**src/rtl/l2_shared_arbiter_if.sv**
```systemverilog
// ============================================================================
// Module      : l2_shared_arbiter_if
// Description : Core request and L2 command/bus signals for the shared L2 arbiter
// Revision    : 1.0
// ============================================================================
`default_nettype none

interface l2_shared_arbiter_if;
  logic [1:0]  req;
  logic [1:0]  req_flush;
  logic [63:0] req_addr;
  logic [63:0] req_wdata;
  logic [1:0]  gnt;
  logic [1:0]  done;
  logic [31:0] rdata;
  logic        l2_rd_en;
  logic        l2_flush;
  logic [6:0]  l2_opcode;
  logic [31:0] l2_bus_address;
  logic [31:0] l2_bus_data;
  logic [23:0] l2_bus_tag;
  logic [1:0]  l2_cache_hit;
  logic [31:0] l2_data;
  logic [31:0] dmem_data;

  // Requesters and the L2/data-memory environment.
  modport master (
    output req, req_flush, req_addr, req_wdata, l2_cache_hit, l2_data, dmem_data,
    input  gnt, done, rdata, l2_rd_en, l2_flush, l2_opcode,
           l2_bus_address, l2_bus_data, l2_bus_tag
  );

  // The arbiter/sequencer.
  modport slave (
    input  req, req_flush, req_addr, req_wdata, l2_cache_hit, l2_data, dmem_data,
    output gnt, done, rdata, l2_rd_en, l2_flush, l2_opcode,
           l2_bus_address, l2_bus_data, l2_bus_tag
  );
endinterface

`default_nettype wire

```
**src/rtl/l2_shared_arbiter.sv**
```systemverilog
// ============================================================================
// Module      : l2_shared_arbiter
// Description : Two-core arbiter and hit/miss/flush sequencer for the shared L2.
//               Define L2_ARB_FIXED_PRIO_EN for fixed core-0 priority.
// Revision    : 1.0
// ============================================================================
`default_nettype none

module l2_shared_arbiter #(
  parameter int unsigned MISS_LAT = 4
) (
  input  logic                 clk,
  input  logic                 reset,
  l2_shared_arbiter_if.slave   bus
);

  localparam logic [6:0] OPC_LOAD  = 7'b0000011;
  localparam logic [3:0] MISS_INIT = 4'(MISS_LAT - 1);

  typedef enum logic [2:0] {
    IDLE  = 3'd0,
    ISSUE = 3'd1,
    MISS  = 3'd2,
    FILL  = 3'd3,
    RESP  = 3'd4
  } state_t;

  state_t      state;
  logic [3:0]  miss_cnt;
  logic        win;
  logic        op_flush;
  logic [1:0]  gnt_q;
  logic [1:0]  done_q;
  logic [31:0] rdata_q;
  logic        rd_en_q;
  logic        flush_q;
  logic [6:0]  opcode_q;
  logic [31:0] addr_q;
  logic [31:0] data_q;
  logic [23:0] tag_q;

  logic        pick;
  logic [31:0] sel_addr;
  logic [31:0] sel_wdata;
  logic        sel_flush;

`ifdef L2_ARB_FIXED_PRIO_EN
  assign pick = ~bus.req[0];
`else
  logic ptr;

  // Both requesting: pointer core wins; otherwise the sole requester.
  assign pick = (&bus.req) ? ptr : bus.req[1];

  always_ff @(posedge clk) begin
    if (reset) begin
      ptr <= 1'b0;
    end else if (state == RESP) begin
      ptr <= ~win;
    end
  end
`endif

  assign sel_addr  = pick ? bus.req_addr[63:32]  : bus.req_addr[31:0];
  assign sel_wdata = pick ? bus.req_wdata[63:32] : bus.req_wdata[31:0];
  assign sel_flush = bus.req_flush[pick];

  always_ff @(posedge clk) begin
    if (reset) begin
      state    <= IDLE;
      miss_cnt <= 4'd0;
      win      <= 1'b0;
      op_flush <= 1'b0;
      gnt_q    <= 2'b00;
      done_q   <= 2'b00;
      rdata_q  <= 32'd0;
      rd_en_q  <= 1'b0;
      flush_q  <= 1'b0;
      opcode_q <= 7'd0;
      addr_q   <= 32'd0;
      data_q   <= 32'd0;
      tag_q    <= 24'd0;
    end else begin
      case (state)
        IDLE: begin
          if (|bus.req) begin
            win      <= pick;
            op_flush <= sel_flush;
            addr_q   <= sel_addr;
            tag_q    <= sel_addr[31:8];
            data_q   <= sel_flush ? sel_wdata : 32'd0;
            gnt_q    <= {pick, ~pick};
            flush_q  <= sel_flush;
            rd_en_q  <= ~sel_flush;
            opcode_q <= sel_flush ? 7'd0 : OPC_LOAD;
            state    <= ISSUE;
          end
        end
        ISSUE: begin
          gnt_q <= 2'b00;
          if (op_flush) begin
            flush_q <= 1'b0;
            done_q  <= {win, ~win};
            state   <= RESP;
          end else if (bus.l2_cache_hit == 2'b10) begin
            rdata_q  <= bus.l2_data;
            rd_en_q  <= 1'b0;
            opcode_q <= 7'd0;
            done_q   <= {win, ~win};
            state    <= RESP;
          end else begin
            // Anything other than a clean hit is treated as a miss.
            miss_cnt <= MISS_INIT;
            state    <= MISS;
          end
        end
        MISS: begin
          if (miss_cnt == 4'd0) begin
            state <= FILL;
          end else begin
            miss_cnt <= miss_cnt - 4'd1;
          end
        end
        FILL: begin
          rdata_q  <= bus.dmem_data;
          rd_en_q  <= 1'b0;
          opcode_q <= 7'd0;
          done_q   <= {win, ~win};
          state    <= RESP;
        end
        RESP: begin
          done_q <= 2'b00;
          state  <= IDLE;
        end
        default: state <= IDLE;
      endcase
    end
  end

  assign bus.gnt            = gnt_q;
  assign bus.done           = done_q;
  assign bus.rdata          = rdata_q;
  assign bus.l2_rd_en       = rd_en_q;
  assign bus.l2_flush       = flush_q;
  assign bus.l2_opcode      = opcode_q;
  assign bus.l2_bus_address = addr_q;
  assign bus.l2_bus_data    = data_q;
  assign bus.l2_bus_tag     = tag_q;

endmodule

`default_nettype wire

```
**src/flat_wrapper.sv**
```systemverilog
// flat-port wrapper written by rule: the top's interface ports become plain ports
module l2_shared_arbiter_flat 
#(
  parameter int unsigned MISS_LAT = 4
)
  (clk, reset, bus_req, bus_req_flush, bus_req_addr, bus_req_wdata, bus_l2_cache_hit, bus_l2_data, bus_dmem_data, bus_gnt, bus_done, bus_rdata, bus_l2_rd_en, bus_l2_flush, bus_l2_opcode, bus_l2_bus_address, bus_l2_bus_data, bus_l2_bus_tag);
  l2_shared_arbiter_if bus_i ();
  input  logic clk;
  input  logic reset;
  input wire logic [$bits(bus_i.req)-1:0] bus_req;
  input wire logic [$bits(bus_i.req_flush)-1:0] bus_req_flush;
  input wire logic [$bits(bus_i.req_addr)-1:0] bus_req_addr;
  input wire logic [$bits(bus_i.req_wdata)-1:0] bus_req_wdata;
  input wire logic [$bits(bus_i.l2_cache_hit)-1:0] bus_l2_cache_hit;
  input wire logic [$bits(bus_i.l2_data)-1:0] bus_l2_data;
  input wire logic [$bits(bus_i.dmem_data)-1:0] bus_dmem_data;
  output wire logic [$bits(bus_i.gnt)-1:0] bus_gnt;
  output wire logic [$bits(bus_i.done)-1:0] bus_done;
  output wire logic [$bits(bus_i.rdata)-1:0] bus_rdata;
  output wire logic [$bits(bus_i.l2_rd_en)-1:0] bus_l2_rd_en;
  output wire logic [$bits(bus_i.l2_flush)-1:0] bus_l2_flush;
  output wire logic [$bits(bus_i.l2_opcode)-1:0] bus_l2_opcode;
  output wire logic [$bits(bus_i.l2_bus_address)-1:0] bus_l2_bus_address;
  output wire logic [$bits(bus_i.l2_bus_data)-1:0] bus_l2_bus_data;
  output wire logic [$bits(bus_i.l2_bus_tag)-1:0] bus_l2_bus_tag;
  assign bus_i.req = bus_req;
  assign bus_i.req_flush = bus_req_flush;
  assign bus_i.req_addr = bus_req_addr;
  assign bus_i.req_wdata = bus_req_wdata;
  assign bus_i.l2_cache_hit = bus_l2_cache_hit;
  assign bus_i.l2_data = bus_l2_data;
  assign bus_i.dmem_data = bus_dmem_data;
  assign bus_gnt = bus_i.gnt;
  assign bus_done = bus_i.done;
  assign bus_rdata = bus_i.rdata;
  assign bus_l2_rd_en = bus_i.l2_rd_en;
  assign bus_l2_flush = bus_i.l2_flush;
  assign bus_l2_opcode = bus_i.l2_opcode;
  assign bus_l2_bus_address = bus_i.l2_bus_address;
  assign bus_l2_bus_data = bus_i.l2_bus_data;
  assign bus_l2_bus_tag = bus_i.l2_bus_tag;
  l2_shared_arbiter #(.MISS_LAT(MISS_LAT)) u_core (.clk(clk), .reset(reset), .bus(bus_i));
endmodule
```
**config.mk**
```make
export PLATFORM = sky130hd
export DESIGN_NAME = l2_shared_arbiter_flat
export DESIGN_NICKNAME = d
export VERILOG_FILES = /design/src/rtl/l2_shared_arbiter_if.sv /design/src/rtl/l2_shared_arbiter.sv /design/src/flat_wrapper.sv
export SDC_FILE = /design/constraint.sdc
export NUM_CORES = 1
export LEC_CHECK = 0
export CORE_MARGIN = 2
export CORE_UTILIZATION = 32
export DETAILED_ROUTE_END_ITERATION = 7
export GPL_TIMING_DRIVEN = 0
export HOLD_SLACK_MARGIN = 0.15
export PLACE_DENSITY_LB_ADDON = 0.12
export REMOVE_ABC_BUFFERS = 1
export SETUP_SLACK_MARGIN = 0.1
export SLEW_MARGIN = 20
export SYNTH_ARGS = -nofsm -noshare
export SYNTH_HDL_FRONTEND = slang
export SYNTH_SLANG_ARGS = --single-unit
export TNS_END_PERCENT = 50
```
**constraint.sdc**
```tcl
create_clock -name clk -period 1.6 [get_ports clk]
set_input_delay 0.32 -clock clk [delete_from_list [all_inputs] [get_ports clk]]
set_output_delay 0.32 -clock clk [all_outputs]
set_load 0.02 [all_outputs]
```
==> results of run 1 <==
kinds of logic (layout without fill, tap and decap cells):
logic type / Yosys count / after routing / synth area share, %
mux: 1 / 1 / 0.202
compound gates: 213 / 213 / 27.9
simple gates: 168 / 174 / 16.0
flops: 112 / 112 / 45.3
buf+inv: 95 / 394 / 9.98
other cells: 1 / 5 / 0.0757
fa+ha+maj: 2 / 2 / 0.505
worst min-delay path by stage:
stage / from / endpoint / slack, ns / cells past startpoint
floorplan: reset / u_core.bus.l2_flush / 0.39 / 1
finish: bus_req[1] / u_core.bus.l2_bus_tag[7] / 0.35 / 3
global route: bus_req[1] / u_core.bus.l2_bus_tag[18] / 0.35 / 3
detailed placement: u_core.bus.done[0] / u_core.bus.done[0] / 0.46 / 2
global placement: u_core.bus.rdata[16] / u_core.bus.rdata[16] / 0.46 / 2
CTS: bus_req[1] / u_core.bus.l2_bus_tag[4] / 0.32 / 3
timing repair:
item | CTS | global route
setup buffers | 26 | 3
gates resized for setup | 252 | 44
setup endpoints to repair | 238 | 110
gates cloned | 18 | 1
pin swaps | 59 | 22
layout make-up:
class | count | area share (%)
Multi-Input combinational cell | 395 | 30.5
Tap cell | 188 | 2.43
Timing Repair Buffer | 377 | 40.9
Inverter | 4 | 0.155
Clock buffer | 12 | 2.54
Clock inverter | 1 | 0.310
Sequential cell | 112 | 23.2
flip-flops by register name (all words and copies together) (netlist names):
name                       flops
u_core.bus.l2_bus_tag         24
u_core.bus.gnt                 2
u_core.win                     1
u_core.bus.rdata              32
u_core.bus.l2_opcode           1
u_core.miss_cnt                4
u_core.bus.l2_bus_data        32
u_core.ptr                     1
u_core.op_flush                1
u_core.bus.done                2
u_core.bus.l2_bus_address      8
u_core.bus.l2_flush            1
u_core.state                   3
stage by stage:
step	setup slack, ns	power, mW
after floorplan	-2.30	5.13
after global placement	-6.25	7.04
after detailed placement	-1.25	7.13
after CTS	-0.136	10.3
after global routing	-0.161	10.9
final	-0.148	10.4
routing by layer:
layer | vias to the layer above | GRT usage, % | part of all wire (%)
met2 | 271 | 46.2 | 51
li1 | 2770 | - | -
met4 | 0 | 9.11 | 2.6
met1 | 2829 | 27.9 | 37
met3 | 40 | 7.69 | 9.1
met5 | - | 0 | 0
critical path, stage by stage, from the launching register on:
cell and delay, ns:
sky130_fd_sc_hd__dfxtp_4 0.34, sky130_fd_sc_hd__or4_4 0.58, sky130_fd_sc_hd__buf_12 0.19, sky130_fd_sc_hd__or3_4 0.37
sky130_fd_sc_hd__and2_4 0.16
placed cells by master, fill, tap and decap left out, types with 3 or more instances in the layout:
cell type and instances:
sky130_fd_sc_hd__and2_4 5, sky130_fd_sc_hd__buf_16 17, sky130_fd_sc_hd__dfxtp_1 109, sky130_fd_sc_hd__a221oi_4 12, sky130_fd_sc_hd__buf_8 5, sky130_fd_sc_hd__buf_12 7
sky130_fd_sc_hd__a21oi_1 57, sky130_fd_sc_hd__nor2_4 3, sky130_fd_sc_hd__nor2_2 7, sky130_fd_sc_hd__a22oi_1 32, sky130_fd_sc_hd__o21ai_1 4, sky130_fd_sc_hd__and3_4 4
sky130_fd_sc_hd__buf_6 5, sky130_fd_sc_hd__nor3_1 30, sky130_fd_sc_hd__inv_1 4, sky130_fd_sc_hd__clkdlybuf4s50_1 196, sky130_fd_sc_hd__nand3_1 32, sky130_fd_sc_hd__a211oi_2 6
sky130_fd_sc_hd__a211oi_1 31, sky130_fd_sc_hd__clkbuf_16 9, sky130_fd_sc_hd__o21ai_0 31, sky130_fd_sc_hd__conb_1 5, sky130_fd_sc_hd__a221oi_2 20, sky130_fd_sc_hd__nor2_1 63
sky130_fd_sc_hd__buf_4 18, sky130_fd_sc_hd__nor3_2 7, sky130_fd_sc_hd__a21oi_2 13, sky130_fd_sc_hd__dlygate4sd2_1 128
power by group:
part	total, mW	internal [mW]	switching, mW
sequential	3.45	3.18	0.266
combinational	4.77	2.34	2.43
clock	2.23	1.24	0.997
==> flow_results.org, run 1 <==
** STA
- In the post-route analysis, the smallest setup slack over all paths is -0.148 ns.
- Fin crit period :: 1.75 ns
- Between clock sinks in the finished design, the worst skew comes to ~0.0092 ns.
- Worst relative slew slack :: 63.6%
- Hold is met by 0.347 ns.
- Final setup violation count :: 52
- The count of endpoints failing hold in the final timing report is 0.
- The total count of max-transition violations in the final report was 0.
- For the pin with the worst max-slew slack, the measured transition is 0.546 ns.
- The worst path uses 109% of the clock period.
- Unrepaired setup endpoints after global routing :: true
- Highest Clock Rate :: 572 MHz
- For the final routed database, the setup TNS stands at -2.73 ns.

** Critical path
- Data on the critical path arrives at its endpoint at 2.00 ns.
- Type of the setup path with the least slack :: reg -> reg
- Maximum fanout along the worst path :: 6
- The worst setup path is captured at a register.
- STA puts the critical path data required time at ~1.9 ns.
- In this run the critical register-to-register path is launched from u_core.state[0].
- In this run the worst setup path begins at u_core.state[0].
- R2R cell count :: 4
- Worst setup path endpoint :: u_core.op_flush
- Reg-to-reg setup timing slack :: -0.15 ns
- The worst register-to-register path ends at u_core.op_flush.
- The worst setup path is launched from a register.

** Floorplan
- The floorplan has 45 rows.
- Die area :: 16,500 µm²
- The initial utilization of the core area, before any placement, comes to 32.7%.
- For this design the top-level I/O count stands at around 330.
- Core Footprint :: 15,100 µm²
- In this run the vertical extent of the chip is around 130 µm.
- Measured along the x axis, the die boundary spans 128 µm.

** Synthesis
- By instance count, the leading cell after synthesis is sky130_fd_sc_hd__dfxtp_1.
- sky130_fd_sc_hd__dfxtp_1 takes more of the synthesized area than any other cell.
- The Yosys step of the flow raised 0 warnings.
- Counting flops with an async set or reset pin after synthesis yields a share of 0%.
- Main synth FF type :: sky130_fd_sc_hd__dfxtp_1
- Portion of synthesized cell area occupied by the leading cell type :: 45.3%
- Counting flops and latches in the post-synthesis netlist gives between 100 and 150.
- Averaged over all synthesized cells, the footprint is 8.36 µm².
- Post-synth design cell area :: 4950 µm²
- Ranking of synthesized cells by area :: sky130_fd_sc_hd__dfxtp_1, sky130_fd_sc_hd__a21oi_1, sky130_fd_sc_hd__a221oi_1, sky130_fd_sc_hd__a211oi_1, sky130_fd_sc_hd__nor2_1
- The commonest cells after synthesis are sky130_fd_sc_hd__dfxtp_1, sky130_fd_sc_hd__nor2_1, sky130_fd_sc_hd__a21oi_1.
- Synthesis handed over a netlist of 592 instances.
- The synthesized design contains 0 enable-type register cells.
- Of the synthesized area, sequential elements account for 45.3%.
- Synthesis instantiated 38 different standard cells from the library.

** Final layout
- Fill cells in the final layout number 1,245.
- Summing all flip-flop and latch instances after layout gives 2250 µm².
- The final layout contains 1,101 nets.
- Fraction of final layout cells with drive strength greater than 1 :: between 10% and 20%
- From synthesis to final layout, the design area changed by 95.9%.
- ANT cells :: 0
- Final standard cell area without fillers :: about 9700 µm²
- Fin util :: 64.0%
- Multi-input combinational cell area :: 2960 µm²
- The count of cells in the finished layout, fillers not included, comes to about 1,100.

** Global route
- Antenna violations before repair :: 0
- Wire length of the first global-routing pass :: 32,100 µm
- Vias in the first global route :: approximately 5,700
- Global routing finished with a remaining overflow of 0.
- Total Routing Usage GR :: 25.4%
- Pin count of the biggest net entering global routing :: 69

** Routing
- Routed vias/inst :: ~5.4
- DRC errors left :: 0
- Total length of routed wires :: 22,600 µm
- ANT nets after route :: 0
- First-iteration detailed-routing DRC count :: 352
- Final routed wire length divided by cell count :: slightly above 20 µm
- DR vias :: between 5,000 and 6,000
- First-pass detailed-route iteration total :: 4

** Placement
- At the end of routability-driven placement, the weighted congestion stood at between 0.8 and 0.9.
- In this run, placement finished with an instance count of 1,030.
- Hpwl dp :: 13,800 µm
- Port buffering added 327 buffers.
- The placed instances occupy a cell area of 8200 µm².

** Clock network
- H-tree level count :: 3
- TritonCTS built the clock tree.
- Num CTS Buffers :: 9
- Buffer levels on the longest clock path :: 2
- Clock Latency Late Sink :: 0.35 ns
- In this run the clock root is driven by a sky130_fd_sc_hd__clkbuf_16.
- CTS saw between 100 and 150 sinks.
- Clock-pin slew of the registers on the worst-case setup and hold paths :: approximately 0.070 ns
- # hold bufs at CTS :: 0

** Run
- Across the run, the number of max-cap violations was 0.

** Power
- Power per cell area :: between 1000 and 1500 nW/µm²
- Pleak :: 3.97 nW
- Max VDD drop :: 0.000606 V

** Run status
- The final reports fail on negative setup slack.
- Status :: finished with violations

** Min path
- Worst min-delay path category :: in -> reg
Note: power is estimated with default switching activity, not from simulation.
==> run 2: changes to the inputs <==
Settings changed: PLACE_DENSITY from default to 0.83, PLACE_DENSITY_LB_ADDON 0.12 to default.
==> flow_results.org, run 2 (synthesis results as in run 1) <==
** Run status
- Status :: finished with violations (unchanged)
- Violated checks: negative setup slack (unchanged).

** Routing
- The remaining design rule violation count is 0 (unchanged).
- The final routed wire length divided by cell count was 21.0 µm (was 20.7 µm).
- Total length of routed wires :: 23,200 µm (was 22,600 µm)
- DR vias :: 6,063 (was 5,910)
- First-iteration detailed-routing DRC count :: 293 (was 352)
- The number of antenna-violating nets in the routed design came to 0 (unchanged).
- First-pass detailed-route iteration total :: 4 (unchanged)
- The number of vias per cell after detailed routing is 5.49 (was 5.43).

** Critical path
- Reg-to-reg setup timing slack :: -0.14 ns (was -0.15 ns)
- Dominant delay contributor by cell family on the critical path :: simple AND/OR/NAND/NOR gates (unchanged)
- The type of the worst setup path is reg -> reg (unchanged).
- The critical path endpoint category is a register (unchanged).
- Crit-path max cell delay :: 0.64 ns (was 0.58 ns)
- The cell at the slowest stage of the critical path is sky130_fd_sc_hd__or4_4 (unchanged).
- Maximum fanout along the worst path :: 7 (was 6)
- The worst-case reg-to-reg path depth is 5 (was 4).
- Buffers and inverters on the worst path :: 2 (was 1)
- The endpoint required time on the critical path was 1.82 ns (was 1.85 ns).
- Startpoint of the worst-slack reg-to-reg timing path :: u_core.state[1] (was u_core.state[0])
- Data arrival at the endpoint of the critical path :: 1.96 ns (was 2.00 ns)
- Worst Setup Start Kind :: register (unchanged)
- Endpoint of the worst register-to-register path :: u_core.bus.l2_bus_data[12] (was u_core.op_flush)
- Sequence of cells on the critical path: or4_4 -> buf_4 -> buf_12 -> a221oi_4 -> nor3_1 (was or4_4 -> buf_12 -> or3_4 -> and2_4).

** Final layout
- The most common cell after layout, fill and taps aside is sky130_fd_sc_hd__clkdlybuf4s50_1 (unchanged).
- The number of nets in the layout is 1,114 (was 1,101).
- Final standard cell area without fillers :: 9840 µm² (was 9700 µm²)
- Synth-to-layout area growth :: 98.8% (was 95.9%)
- Top library cells by usage in the layout, fill and taps aside: sky130_fd_sc_hd__clkdlybuf4s50_1, sky130_fd_sc_hd__dlygate4sd2_1, sky130_fd_sc_hd__dfxtp_1 (unchanged).
- Fraction of final layout cells with drive strength greater than 1 :: 24.2% (was 18.4%)
- The count of inserted antenna diode cells is 0 (unchanged).
- Fin util :: 65.0% (was 64.0%)

** Floorplan
- The I/O pin total is 333 (unchanged).
- Number of cell rows :: 45 (unchanged)
- Die area :: 16,500 µm² (unchanged)
- The width of the chip is 128 µm (unchanged).
- Starting density of the core :: 32.7% (unchanged)
- The overall die height was 128 µm (unchanged).
- The core area is 15,100 µm² (unchanged).

** Global route
- Grt ovf :: 0 (unchanged)
- Pin count of the biggest net entering global routing :: 63 (was 69)
- The via count of the first global-routing pass is 6,151 (was 5,718).
- The global-route usage over all layers was 26.5% (was 25.4%).
- Antenna violations before repair :: 1 (was 0)
- Wire length of the first global-routing pass :: 33,500 µm (was 32,100 µm)

** Clock network
- Cell chosen for the clock root :: sky130_fd_sc_hd__clkbuf_16 (unchanged)
- Clock Latency Late Sink :: 0.35 ns (about the same)
- The maximum count of clock buffers along a single path came to 2 (unchanged).
- The CTS tree was built (unchanged).
- Num CTS Buffers :: 9 (unchanged)
- The clock-pin slew reported for the worst setup and hold paths after clock tree synthesis was 0.08 ns (was 0.07 ns).
- # hold bufs at CTS :: 0 (unchanged)
- H-tree level count :: 3 (unchanged)
- The sink count of the clock tree came to 112 (unchanged).

** Min path
- Min-Delay Path Depth :: 3 (unchanged)
- Sink of the worst hold path :: u_core.bus.l2_bus_tag[21] (was u_core.bus.l2_bus_tag[7])
- Source of the worst hold timing path :: bus_req[1] (unchanged)
- Worst min-delay path category :: in -> reg (unchanged)

** STA
- The total count of max-transition violations in the final report is 0 (unchanged).
- Fin Hold WS :: 0.326 ns (was 0.347 ns)
- The minimum period implied by the final worst setup slack was 1.74 ns (was 1.75 ns).
- The relative slew slack was 49.9% (was 63.6%).
- Crit path setup slack, layout :: -0.137 ns (was -0.148 ns)
- Final setup violation count :: 53 (was 52)
- Setup TNS after final layout :: -3.90 ns (was -2.73 ns)
- Hold Violations, Final :: 0 (unchanged)
- Unrepaired setup endpoints after global routing: true (unchanged).
- Worst-Margin Slew :: 0.752 ns (was 0.546 ns)
- Tcrit/Tclk final :: 109% (about the same)
- Worst-case clock skew :: 0.00753 ns (was 0.00924 ns)
- Highest Clock Rate :: 576 MHz (was 572 MHz)

** Power
- Max VDD drop :: 0.000841 V (was 0.000606 V)
- The static power due to leakage is 4.00 nW (was 3.97 nW).
- The ratio of total power to cell area is 1040 nW/µm² (was 1080 nW/µm²).

** Placement
- Global placer's final weighted congestion :: 0.737 (was 0.830)
- The post-detailed-placement half-perimeter wirelength came to 13,500 µm (was 13,800 µm).
- The placement-stage cell area is 8170 µm² (was 8200 µm²).
- Total of buffers placed on input and output ports :: 327 (unchanged)

** Run
- Number of maximum-capacitance constraint violations :: 0 (unchanged)
## run 2: changes by cell type in the layout (fill, tap and decap cells not counted), sizes merged, moves of 2 or more
cell           change
buf               +10
clkdlybuf4s15      +2
clkinv             +2
or4                +2
## run 2: timing repair
item	CTS	global route
gates resized for setup	277	61
endpoints found under the setup margin	236	111
buffers inserted	31	15
gates cloned	17	1
pin swaps	102	72
## run 2: layer usage
layer	global-route usage (%)	share of wire, %	up-vias
met5	0	0	-
met4	12.7	3.4	0
met3	6.99	9.3	51
met2	48.0	51	315
met1	28.7	36	2901
li1	-	-	2796
## run 2: area by class of cell
type	count	area, µm²
Tap cell	188	235
Sequential cell	112	2260
Clock buffer	12	236
Multi-Input combinational cell	396	3100
Fill cell	1229	5300
Timing Repair Buffer	389	3970
Clock inverter	4	30.0
Inverter	4	15.0
## run 2: report_power, final
| part | switching, mW | internal (mW) | leakage (nW) |
|---|---|---|---|
| sequential | 0.271 | 3.18 | 0.924 |
| combinational | 2.43 | 2.23 | 2.95 |
| clock | 1.08 | 1.07 | 0.127 |
| total | 3.78 | 6.48 | 4.00 |
## run 2: worst min-delay path: cells and delay by family
| kind | cells | cell delay (ns) |
|---|---|---|
| buf+inv | 1 | 0.17 |
| simple gates | 1 | 0.08 |
| compound gates | 1 | 0.06 |
## run 2: metrics by stage
| step | instances | total power, mW | setup slack, ns |
|---|---|---|---|
| floorplan | 505 | 5.13 | -2.30 |
| global placement | 1020 | 7.02 | -6.25 |
| detailed placement | 1030 | 7.06 | -1.13 |
| CTS | 1094 | 10.2 | -0.136 |
| global route | 1105 | 10.7 | -0.186 |
| finish | 1105 | 10.3 | -0.137 |
## run 2: worst max path at each step
stage	startpoint	slack (ns)	to	cells after the start
global placement	bus_req[1]	-6.25	u_core.bus.gnt[0]	5
detailed placement	bus_l2_cache_hit[1]	-1.13	u_core.bus.rdata[9]	5
floorplan	u_core.state[1]	-2.30	u_core.bus.gnt[0]	3
finish	u_core.state[1]	-0.14	u_core.bus.l2_bus_data[12]	5
global route	u_core.state[1]	-0.19	u_core.bus.l2_bus_data[12]	5
CTS	u_core.state[0]	-0.14	u_core.bus.l2_bus_tag[10]	6
